`config.mk`:
```
export PLATFORM = sky130hd
export DESIGN_NAME = hex_display_ctrl_flat
export DESIGN_NICKNAME = d
export VERILOG_FILES = /design/src/rtl/hex_display_ctrl_if.sv /design/src/rtl/hex_display_ctrl.sv /design/src/flat_wrapper.sv
export SDC_FILE = /design/constraint.sdc
export NUM_CORES = 1
export LEC_CHECK = 0
export ABC_CLOCK_PERIOD_IN_PS = 3200
export CORE_ASPECT_RATIO = 0.9
export CORE_MARGIN = 4
export CORE_UTILIZATION = 55
export CTS_BUF_LIST = sky130_fd_sc_hd__clkbuf_2
export CTS_CLUSTER_DIAMETER = 120
export DETAILED_ROUTE_END_ITERATION = 6
export PLACE_DENSITY = 0.77
export SLEW_MARGIN = 20
export SYNTH_ARGS = -nofsm -noshare
export SYNTH_HDL_FRONTEND = slang
export SYNTH_SLANG_ARGS = --single-unit
```
`constraint.sdc`:
```
create_clock -name CLOCK_50 -period 3.2 [get_ports CLOCK_50]
set_input_delay 0.64 -clock CLOCK_50 [delete_from_list [all_inputs] [get_ports CLOCK_50]]
set_output_delay 0.64 -clock CLOCK_50 [all_outputs]
set_load 0.01 [all_outputs]
```
`src/rtl/hex_display_ctrl_if.sv`:
```
// rtl/hex_display_ctrl_if.sv - load/value/mode/blink inputs and busy/segment outputs of the display controller
interface hex_display_ctrl_if #(
    parameter int NDIGITS = 8
);
    logic                   load;
    logic [4*NDIGITS-1:0]   value;
    logic [1:0]             mode;
    logic                   blink_en;
    logic                   busy;
    logic [7*NDIGITS-1:0]   HEX;

    modport master (
        output load, value, mode, blink_en,
        input  busy, HEX
    );

    modport slave (
        input  load, value, mode, blink_en,
        output busy, HEX
    );
endinterface

```
`src/rtl/hex_display_ctrl.sv`:
```
// rtl/hex_display_ctrl.sv - seven-segment controller: hex, blanked hex, double-dabble decimal, blink
module hex_display_ctrl #(
    parameter int NDIGITS   = 8,
    parameter int BLINK_DIV = 25000000
) (
    input  logic                CLOCK_50,
    input  logic                RST,
    hex_display_ctrl_if.slave   bus
);
    localparam int DATA_W = 4 * NDIGITS;
    localparam int BCD_W  = 4 * (NDIGITS + 2);
    localparam int HEX_W  = 7 * NDIGITS;
    localparam int CNT_W  = $clog2(DATA_W);
    localparam int BLK_W  = $clog2(BLINK_DIV);

    localparam logic [CNT_W-1:0] CNT_LAST = CNT_W'(DATA_W - 1);
    localparam logic [BLK_W-1:0] BLK_LAST = BLK_W'(BLINK_DIV - 1);
    localparam logic [6:0]       SEG_DASH = 7'b0111111;

    typedef enum logic {
        IDLE = 1'b0,
        CONV = 1'b1
    } state_t;

    state_t             state_q, state_d;
    logic [DATA_W-1:0]  src_q, src_d;
    logic [BCD_W-1:0]   bcd_q, bcd_d;
    logic [CNT_W-1:0]   cnt_q, cnt_d;
    logic [HEX_W-1:0]   disp_q, disp_d;
    logic [BLK_W-1:0]   blink_cnt_q, blink_cnt_d;
    logic               blink_phase_q, blink_phase_d;

    logic [BCD_W-1:0]   bcd_adj;
    logic [BCD_W-1:0]   bcd_step;
    logic [HEX_W-1:0]   hex_glyphs;
    logic [HEX_W-1:0]   lz_glyphs;
    logic [HEX_W-1:0]   dec_glyphs;

    function automatic logic [6:0] glyph(input logic [3:0] n);
        logic [6:0] g;
        case (n)
            4'h0: g = 7'b1000000;
            4'h1: g = 7'b1111001;
            4'h2: g = 7'b0100100;
            4'h3: g = 7'b0110000;
            4'h4: g = 7'b0011001;
            4'h5: g = 7'b0010010;
            4'h6: g = 7'b0000010;
            4'h7: g = 7'b1111000;
            4'h8: g = 7'b0000000;
            4'h9: g = 7'b0010000;
            4'hA: g = 7'b0001000;
            4'hB: g = 7'b0000011;
            4'hC: g = 7'b0100111;
            4'hD: g = 7'b0100001;
            4'hE: g = 7'b0000110;
            default: g = 7'b0001110;
        endcase
        return g;
    endfunction

    // Blank every digit above the most significant nonzero nibble; digit 0 always shows.
    function automatic logic [HEX_W-1:0] blank_leading(input logic [DATA_W-1:0] nibs);
        logic             seen;
        logic [HEX_W-1:0] g;
        seen = 1'b0;
        g    = '1;
        for (int i = NDIGITS - 1; i >= 0; i--) begin
            if (nibs[4*i +: 4] != 4'd0 || i == 0) seen = 1'b1;
            if (seen) g[7*i +: 7] = glyph(nibs[4*i +: 4]);
        end
        return g;
    endfunction

    // Glyph images for each display mode, and one double-dabble step on the BCD register.
    always_comb begin
        hex_glyphs = '1;
        for (int i = 0; i < NDIGITS; i++) begin
            hex_glyphs[7*i +: 7] = glyph(bus.value[4*i +: 4]);
        end
        lz_glyphs = blank_leading(bus.value);

        bcd_adj = bcd_q;
        for (int j = 0; j < NDIGITS + 2; j++) begin
            if (bcd_q[4*j +: 4] >= 4'd5) bcd_adj[4*j +: 4] = bcd_q[4*j +: 4] + 4'd3;
        end
        bcd_step = (bcd_adj << 1) | BCD_W'(src_q[DATA_W-1]);

        // Any nonzero digit beyond the display width means the number does not fit.
        if (|bcd_step[BCD_W-1:DATA_W]) dec_glyphs = {NDIGITS{SEG_DASH}};
        else                           dec_glyphs = blank_leading(bcd_step[DATA_W-1:0]);
    end

    // FSM next state: conversion stepping, with any load overriding (latest load wins).
    always_comb begin
        state_d = state_q;
        src_d   = src_q;
        bcd_d   = bcd_q;
        cnt_d   = cnt_q;
        disp_d  = disp_q;

        if (state_q == CONV) begin
            src_d = src_q << 1;
            bcd_d = bcd_step;
            cnt_d = cnt_q + CNT_W'(1);
            if (cnt_q == CNT_LAST) begin
                state_d = IDLE;
                disp_d  = dec_glyphs;
            end
        end

        if (bus.load) begin
            case (bus.mode)
                2'b10: begin
                    state_d = CONV;
                    src_d   = bus.value;
                    bcd_d   = '0;
                    cnt_d   = '0;
                end
                2'b01: begin
                    state_d = IDLE;
                    disp_d  = lz_glyphs;
                end
                default: begin
                    state_d = IDLE;
                    disp_d  = hex_glyphs;
                end
            endcase
        end
    end

    // Blink timer: free-running half-period counter while enabled, cleared otherwise.
    always_comb begin
        blink_cnt_d   = '0;
        blink_phase_d = 1'b0;
        if (bus.blink_en) begin
            if (blink_cnt_q == BLK_LAST) begin
                blink_cnt_d   = '0;
                blink_phase_d = ~blink_phase_q;
            end else begin
                blink_cnt_d   = blink_cnt_q + BLK_W'(1);
                blink_phase_d = blink_phase_q;
            end
        end
    end

    // State registers; reset blanks the display and abandons any conversion.
    always_ff @(posedge CLOCK_50) begin
        if (RST) begin
            state_q       <= IDLE;
            src_q         <= '0;
            bcd_q         <= '0;
            cnt_q         <= '0;
            disp_q        <= '1;
            blink_cnt_q   <= '0;
            blink_phase_q <= 1'b0;
        end else begin
            state_q       <= state_d;
            src_q         <= src_d;
            bcd_q         <= bcd_d;
            cnt_q         <= cnt_d;
            disp_q        <= disp_d;
            blink_cnt_q   <= blink_cnt_d;
            blink_phase_q <= blink_phase_d;
        end
    end

    assign bus.busy = (state_q == CONV);
    assign bus.HEX  = blink_phase_q ? '1 : disp_q;

endmodule

```
`src/flat_wrapper.sv`:
```
// flat-port wrapper written by rule: the top's interface ports become plain ports
module hex_display_ctrl_flat 
#(
    parameter int NDIGITS   = 8,
    parameter int BLINK_DIV = 25000000
)
  (CLOCK_50, RST, bus_load, bus_value, bus_mode, bus_blink_en, bus_busy, bus_HEX);
  hex_display_ctrl_if #(.NDIGITS(NDIGITS)) bus_i ();
  input  logic CLOCK_50;
  input  logic RST;
  input wire logic [$bits(bus_i.load)-1:0] bus_load;
  input wire logic [$bits(bus_i.value)-1:0] bus_value;
  input wire logic [$bits(bus_i.mode)-1:0] bus_mode;
  input wire logic [$bits(bus_i.blink_en)-1:0] bus_blink_en;
  output wire logic [$bits(bus_i.busy)-1:0] bus_busy;
  output wire logic [$bits(bus_i.HEX)-1:0] bus_HEX;
  assign bus_i.load = bus_load;
  assign bus_i.value = bus_value;
  assign bus_i.mode = bus_mode;
  assign bus_i.blink_en = bus_blink_en;
  assign bus_busy = bus_i.busy;
  assign bus_HEX = bus_i.HEX;
  hex_display_ctrl #(.NDIGITS(NDIGITS), .BLINK_DIV(BLINK_DIV)) u_core (.CLOCK_50(CLOCK_50), .RST(RST), .bus(bus_i));
endmodule
```
# Yosys cells after proc, flatten, opt, wreduce, memory -nomap -nowiden
# Memories as Yosys holds them, arrays and structs flattened.
# Index checks and enable logic that the tools add are counted.
# op_classes
addsub	12
magnitude_cmp	10
eq_ne	4
muxes	66
n_bitwise	3
n_reduce_logical	17
# ops
cell	n
$mux 56	5
$mux 40	3
$pmux 56 s2	1
$mux 7	15
$mux 32	3
$reduce_bool 4->1	14
$ge 4x3->1 const B	10
$or 40x1->40	1
$add 4x2->4 const B	9
$mux 4	9
$mux 1	26
$add 25x1->25 const B	1
$eq 25x25->1 const B	1
$mux 5	3
$reduce_or 8->1	1
$add 5x1->5 const B	1
$eq 5x5->1 const B	1
$add 3x2->3 const B	1
$mux 3	1
$reduce_or 3->1	1
$eq 2x1->1 const B	1
$eq 2x2->1 const B	1
$not 1->1	2
$reduce_or 2->1	1
# totals
ff_bits	160
mem_bits_ro	2688
in_bits	38
wordCells	143
n_memories	24
# mem_list
memory	words	width	rd	rd_ports_with_merged_regs	wr	line	rtl
(name not given)	16	7	1	0	0	hex_display_ctrl.sv:41	case (n)
(name not given)	16	7	1	0	0	hex_display_ctrl.sv:41	
(name not given)	16	7	1	0	0	hex_display_ctrl.sv:41	
(name not given)	16	7	1	0	0	hex_display_ctrl.sv:41	
(name not given)	16	7	1	0	0	hex_display_ctrl.sv:41	
(name not given)	16	7	1	0	0	hex_display_ctrl.sv:41	
+18 memories	n/a	n/a	n/a	n/a	n/a	n/a	

# Depth between registers and ports, before layout
# depth
ltp_word	24
depth_mapped	12
ltp_nobuf	12

# Worst setup path before layout
# No wires, ideal clock.
# synth_path
path_kind	register -> register
start	register u_core.bcd_q[29]
end	register u_core.disp_q[7]
t_arrival_ns	2.672
t_required_ns	3.121
path_slack_ns	0.449
stages_incl_launch_ff	13
path_buffers	0
period_less_slack_ns	2.751
path_cell_list	dfxtp_1 > inv_1 > ha_1 > nand2b_1 > a21oi_1 > xnor2_1 > inv_1 > ha_1 > o31a_2 > nand4_4 > nor4_2 > nor4_1 > o211ai_1
# synth_via
elab_chain_cells	24
# synth_lines
element	line	rtl
from (decl)	hex_display_ctrl.sv:27	logic [BCD_W-1:0] bcd_q, bcd_d;
from (signal assigned)	hex_display_ctrl.sv:152	bcd_q <= '0;
from (signal assigned)	hex_display_ctrl.sv:160	bcd_q <= bcd_d;
$add 4x2->4 / $ge 4x3->1 (equally long branches)	hex_display_ctrl.sv:85	if (bcd_q[4*j +: 4] >= 4'd5) bcd_adj[4*j +: 4] = bcd_q[4*j +: 4] + 4'd3;
$mux 4 *	hex_display_ctrl.sv:85	
$or 40x1->40 *	hex_display_ctrl.sv:87	bcd_step = (bcd_adj << 1) | BCD_W'(src_q[DATA_W-1]);
$reduce_bool 4->1	hex_display_ctrl.sv:69	if (nibs[4*i +: 4] != 4'd0 || i == 0) seen = 1'b1;
$mux 1	hex_display_ctrl.sv:69	
$mux 1	hex_display_ctrl.sv:90	if (|bcd_step[BCD_W-1:DATA_W]) dec_glyphs = {NDIGITS{SEG_DASH}};
$mux 1	hex_display_ctrl.sv:69	
$mux 1	hex_display_ctrl.sv:90	
[... 8 more ...]	n/a	
$mux 1	hex_display_ctrl.sv:69	
$mux 1	hex_display_ctrl.sv:90	
$mux 7	hex_display_ctrl.sv:70	if (seen) g[7*i +: 7] = glyph(nibs[4*i +: 4]);
$mux 56 *	hex_display_ctrl.sv:90	
$mux 56 *	hex_display_ctrl.sv:106	if (cnt_q == CNT_LAST) begin
$mux 56 *	hex_display_ctrl.sv:102	if (state_q == CONV) begin
$pmux 56 s2	hex_display_ctrl.sv:113	case (bus.mode)
$mux 56 *	hex_display_ctrl.sv:112	if (bus.load) begin
to (signal assigned)	hex_display_ctrl.sv:162	disp_q <= disp_d;
to (decl)	hex_display_ctrl.sv:29	logic [HEX_W-1:0] disp_q, disp_d;
# Mark *: on every way between the ends. The rest lies on a longest branch, timed or not. The select of a mux whose other input is x is not followed.
# A chain may end at the register's enable or synchronous reset.

# Final worst setup path
# layout_path
start	register u_core.bcd_q[0]
end	register u_core.disp_q[8]
# layout_via
elab_chain_cells	12
# layout_lines
element	line
$add 4x2->4 / $ge 4x3->1 (equally long branches)	hex_display_ctrl.sv:85
$mux 4 *	hex_display_ctrl.sv:85
$or 40x1->40 *	hex_display_ctrl.sv:87
branches (longest 3 deep; another with $mem_v2 16x7)	n/a
$mux 7 *	hex_display_ctrl.sv:70
$mux 56 *	hex_display_ctrl.sv:90
$mux 56 *	hex_display_ctrl.sv:106
$mux 56 *	hex_display_ctrl.sv:102
$pmux 56 s2	hex_display_ctrl.sv:113
$mux 56 *	hex_display_ctrl.sv:112
# Every way passes the cells marked *. The select of a mux whose other input is x is not followed.

==> qor.yml <==
cpMaxStageDelayCell: "dfxtp_1"
crit_required_ps: 3850
fillers: 1858
vias: 11200
skew_ps: 46.4
maxSlewHeadroom_pct: 33.6
drc_errors: 0
path_common_cell: "ha_1"
drive_gt1_share_pct: 12.6
routedWlPerCell_um: 15.7
status: "finished clean"
ys_warn_count: 0
ys_seq_elements: 160
hold_class: "in2reg"
holdBufCountCts: 0
hold_viol: 0
worstPathCellList: "inv_1 -> ha_1 -> nand2b_1 -> or3b_2 -> and2_1 -> ha_1 -> o221a_2 -> nand3_1 -> nor4_2 -> buf_4 -> nor4_1 -> o21ai_1"
critPathCaptureType: "flop"
rows: 51
cp_max_fo: 7
cts_buffers: 17
ys_seq_area_share_pct: 26.5
startpoint_type: "flop"
die_area_um2: 24400
grt_pass1_wl_um: 49700
synthToLayoutAreaGrowth_pct: 14.4
wl_um: 30100
root_buffer: "clkbuf_2"
critPathKind: "reg2reg"
post-route-period-util_pct: 92.5
cts_buffer_depth: 2
grt_pass1_vias: 10100
die_w_um: 164
ys_types: 78
max_stage_delay_ps: 480
drt_iter0_drc: 751
io-pin-count: 95
post-route-min-period_ps: 2960
r2r_slack_ps: 240
tightest_slew_ps: 996
place_congestion: 0.893
grt_max_degree: 55
setup_ws_ps: 241
vias_per_cell: 5.83
syn_avg_cell_area_um2: 7.90
p_leak_nw: 5.50
antenna_found_initial: 1
max_freq_ghz: 0.338
peakVddDrop_uv: 231
dp_hpwl_um: 21600
crit_arrival_ps: 3600
ctsHtreeMaxLevel: 4
synth.area.top_cells: "dfxtp_1 26%, ha_1 12%, o21ai_0 7.3%"
synthFlopType: "dfxtp_1"
track_usage_pct: 24.4
synth_enable_flop_cells: 0
ant_nets: 0
cts_sinks: 160
nets: 1764
port_buffers: 94
die_h_um: 149
synth_nets: 1685
grt-ovfl-total: 0
p_per_area_nw_per_um2: 338
dr.pass1.iters: 5
rsz0062_at_grt: "false"
clock_latency_ps: 740
syn_area_um2: 12100
cts_tree: "done"
setup_viol: 0
place_ws_ps: 53.0
synth_area_leader_cell: "dfxtp_1"
core_um2: 21600
final.setup.tns_ps: 0
drv_slew: 0
synth_top_cell_area_share_pct: 26.5
async_reset_ff_share_pct: 0
syn_inst: 1531
maxCapViolCount: 0
initial_core_util_pct: 55.9
path_clk_slew_ps: 260
==> flip-flops by register name (all words and copies together), names as in the netlist <==
register              cells
u_core.bcd_q             40
u_core.blink_cnt_q       25
u_core.blink_phase_q      1
u_core.bus.busy           1
u_core.cnt_q              5
u_core.disp_q            56
u_core.src_q             32
==> critical path: cells and delay by family, from the launching register on <==
family	cells	cell delay [ps]
AND/OR/NAND/NOR	6	1400
adder cells (fa/ha/maj)	2	470
flip-flops	1	480
buffers and inverters	2	250
AO/OA/AOI/OAI	2	270
==> synth_stat cells (10+ instances only) <==
cell,instances
o21ai_0,177
dfxtp_1,160
nor2_1,132
ha_1,116
nand2_1,112
a21oi_1,103
mux2i_1,83
inv_1,79
clkbuf_1,72
or2_2,58
nor3_1,42
a211oi_1,35
nand2b_1,31
nand3_1,23
o211ai_1,22
nor3b_1,20
xor2_1,18
xnor2_1,17
buf_2,16
nor4_1,15
a2111oi_0,14
and3_1,11
nor2b_1,11
and2_1,10
mux2_2,10
mux4_2,10
o21ai_1,10
==> stage by stage <==
step | util, % | hold WS, ps | total power [mW] | cells | instance area [um2]
5_1_grt | 64.0 | 336 | 4.92 | 1915 | 13800
4_1_cts | 63.8 | 336 | 4.68 | 1913 | 13800
3_3_place_gp | 62.4 | 440 | 3.31 | 1881 | 13500
3_5_place_dp | 62.4 | 450 | 3.33 | 1881 | 13500
2_1_floorplan | - | 430 | 2.90 | 1531 | 12100
6_report | 64.0 | 391 | 4.68 | 1915 | 13800
==> timing repair <==
item / CTS / global route
buffers inserted: 0 / 1
endpoints found under the setup margin: 28 / 33
pin swaps: 0 / 1
resized for setup: 1 / 8
==> final timing paths <==
path                   startpoint                 to  cells past startpoint
hold / removal                RST  u_core.disp_q[12]                      4
setup reg to reg  u_core.bcd_q[0]   u_core.disp_q[8]                     12
setup / recovery  u_core.bcd_q[0]   u_core.disp_q[8]                     12
hold reg to reg   u_core.src_q[0]    u_core.src_q[0]                      2
==> layer usage <==
metal	vias to the layer above	GRT usage (%)	share of wire, %
li1	5619	-	-
met1	5223	34.9	47
met2	287	39.4	46
met3	29	3.46	5.3
met4	0	5.37	1.2
met5	-	0	0
==> area by class of cell <==
cell class              instances  area [um2]  area share, %
well taps                     291         364           2.63
multi-input cells            1194        8240           59.5
clock buffers                  17        85.1          0.615
repair buffers                158        1430           10.3
clock inverters                15         216           1.56
flip-flops and latches        160        3210           23.2
diodes                          1        2.50         0.0181
inverters                      79         297           2.14
==> cells by family (layout without fill, tap and decap cells) <==
kind of cell,after synthesis,after routing,synth area share (%)
AO/OA/AOI/OAI,434,434,21.8
XOR/XNOR,35,35,2.53
adder cells (fa/ha/maj),116,116,12.0
multiplexers,104,104,9.88
buffers and inverters,177,269,5.78
flip-flops,160,160,26.5
other,0,1,0
AND/OR/NAND/NOR,505,505,21.5
==> report_power, final <==
| group | internal (mW) | total, mW | switching (mW) |
|---|---|---|---|
| sequential | 2.09 | 2.16 | 0.0692 |
| clock | 0.539 | 1.36 | 0.820 |
| combinational | 0.536 | 1.16 | 0.620 |
| total | 3.17 | 4.68 | 1.51 |
==> cell usage in the layout, fill, tap and decap left out, types with 7 or more instances in the layout <==
cell type        instances
a2111oi_0               11
a211oi_1                35
a21oi_1                102
a221oi_1                 9
and2_1                  10
and3_1                  11
buf_4                   62
clkbuf_2                17
clkdlybuf4s50_1         93
dfxtp_1                158
ha_1                   116
inv_1                   79
inv_6                    7
mux2_2                  10
mux2i_1                 83
mux4_2                  10
nand2_1                111
nand2b_1                31
nand3_1                 23
nand4_1                  9
nor2_1                 130
nor2b_1                 11
nor3_1                  42
nor3b_1                 20
nor4_1                  15
o211ai_1                22
o21ai_0                176
o21ai_1                 10
o311ai_0                 8
o31ai_1                  7
or2_2                   58
xnor2_1                 16
xor2_1                  18
Power figures use the tool's default switching activity.
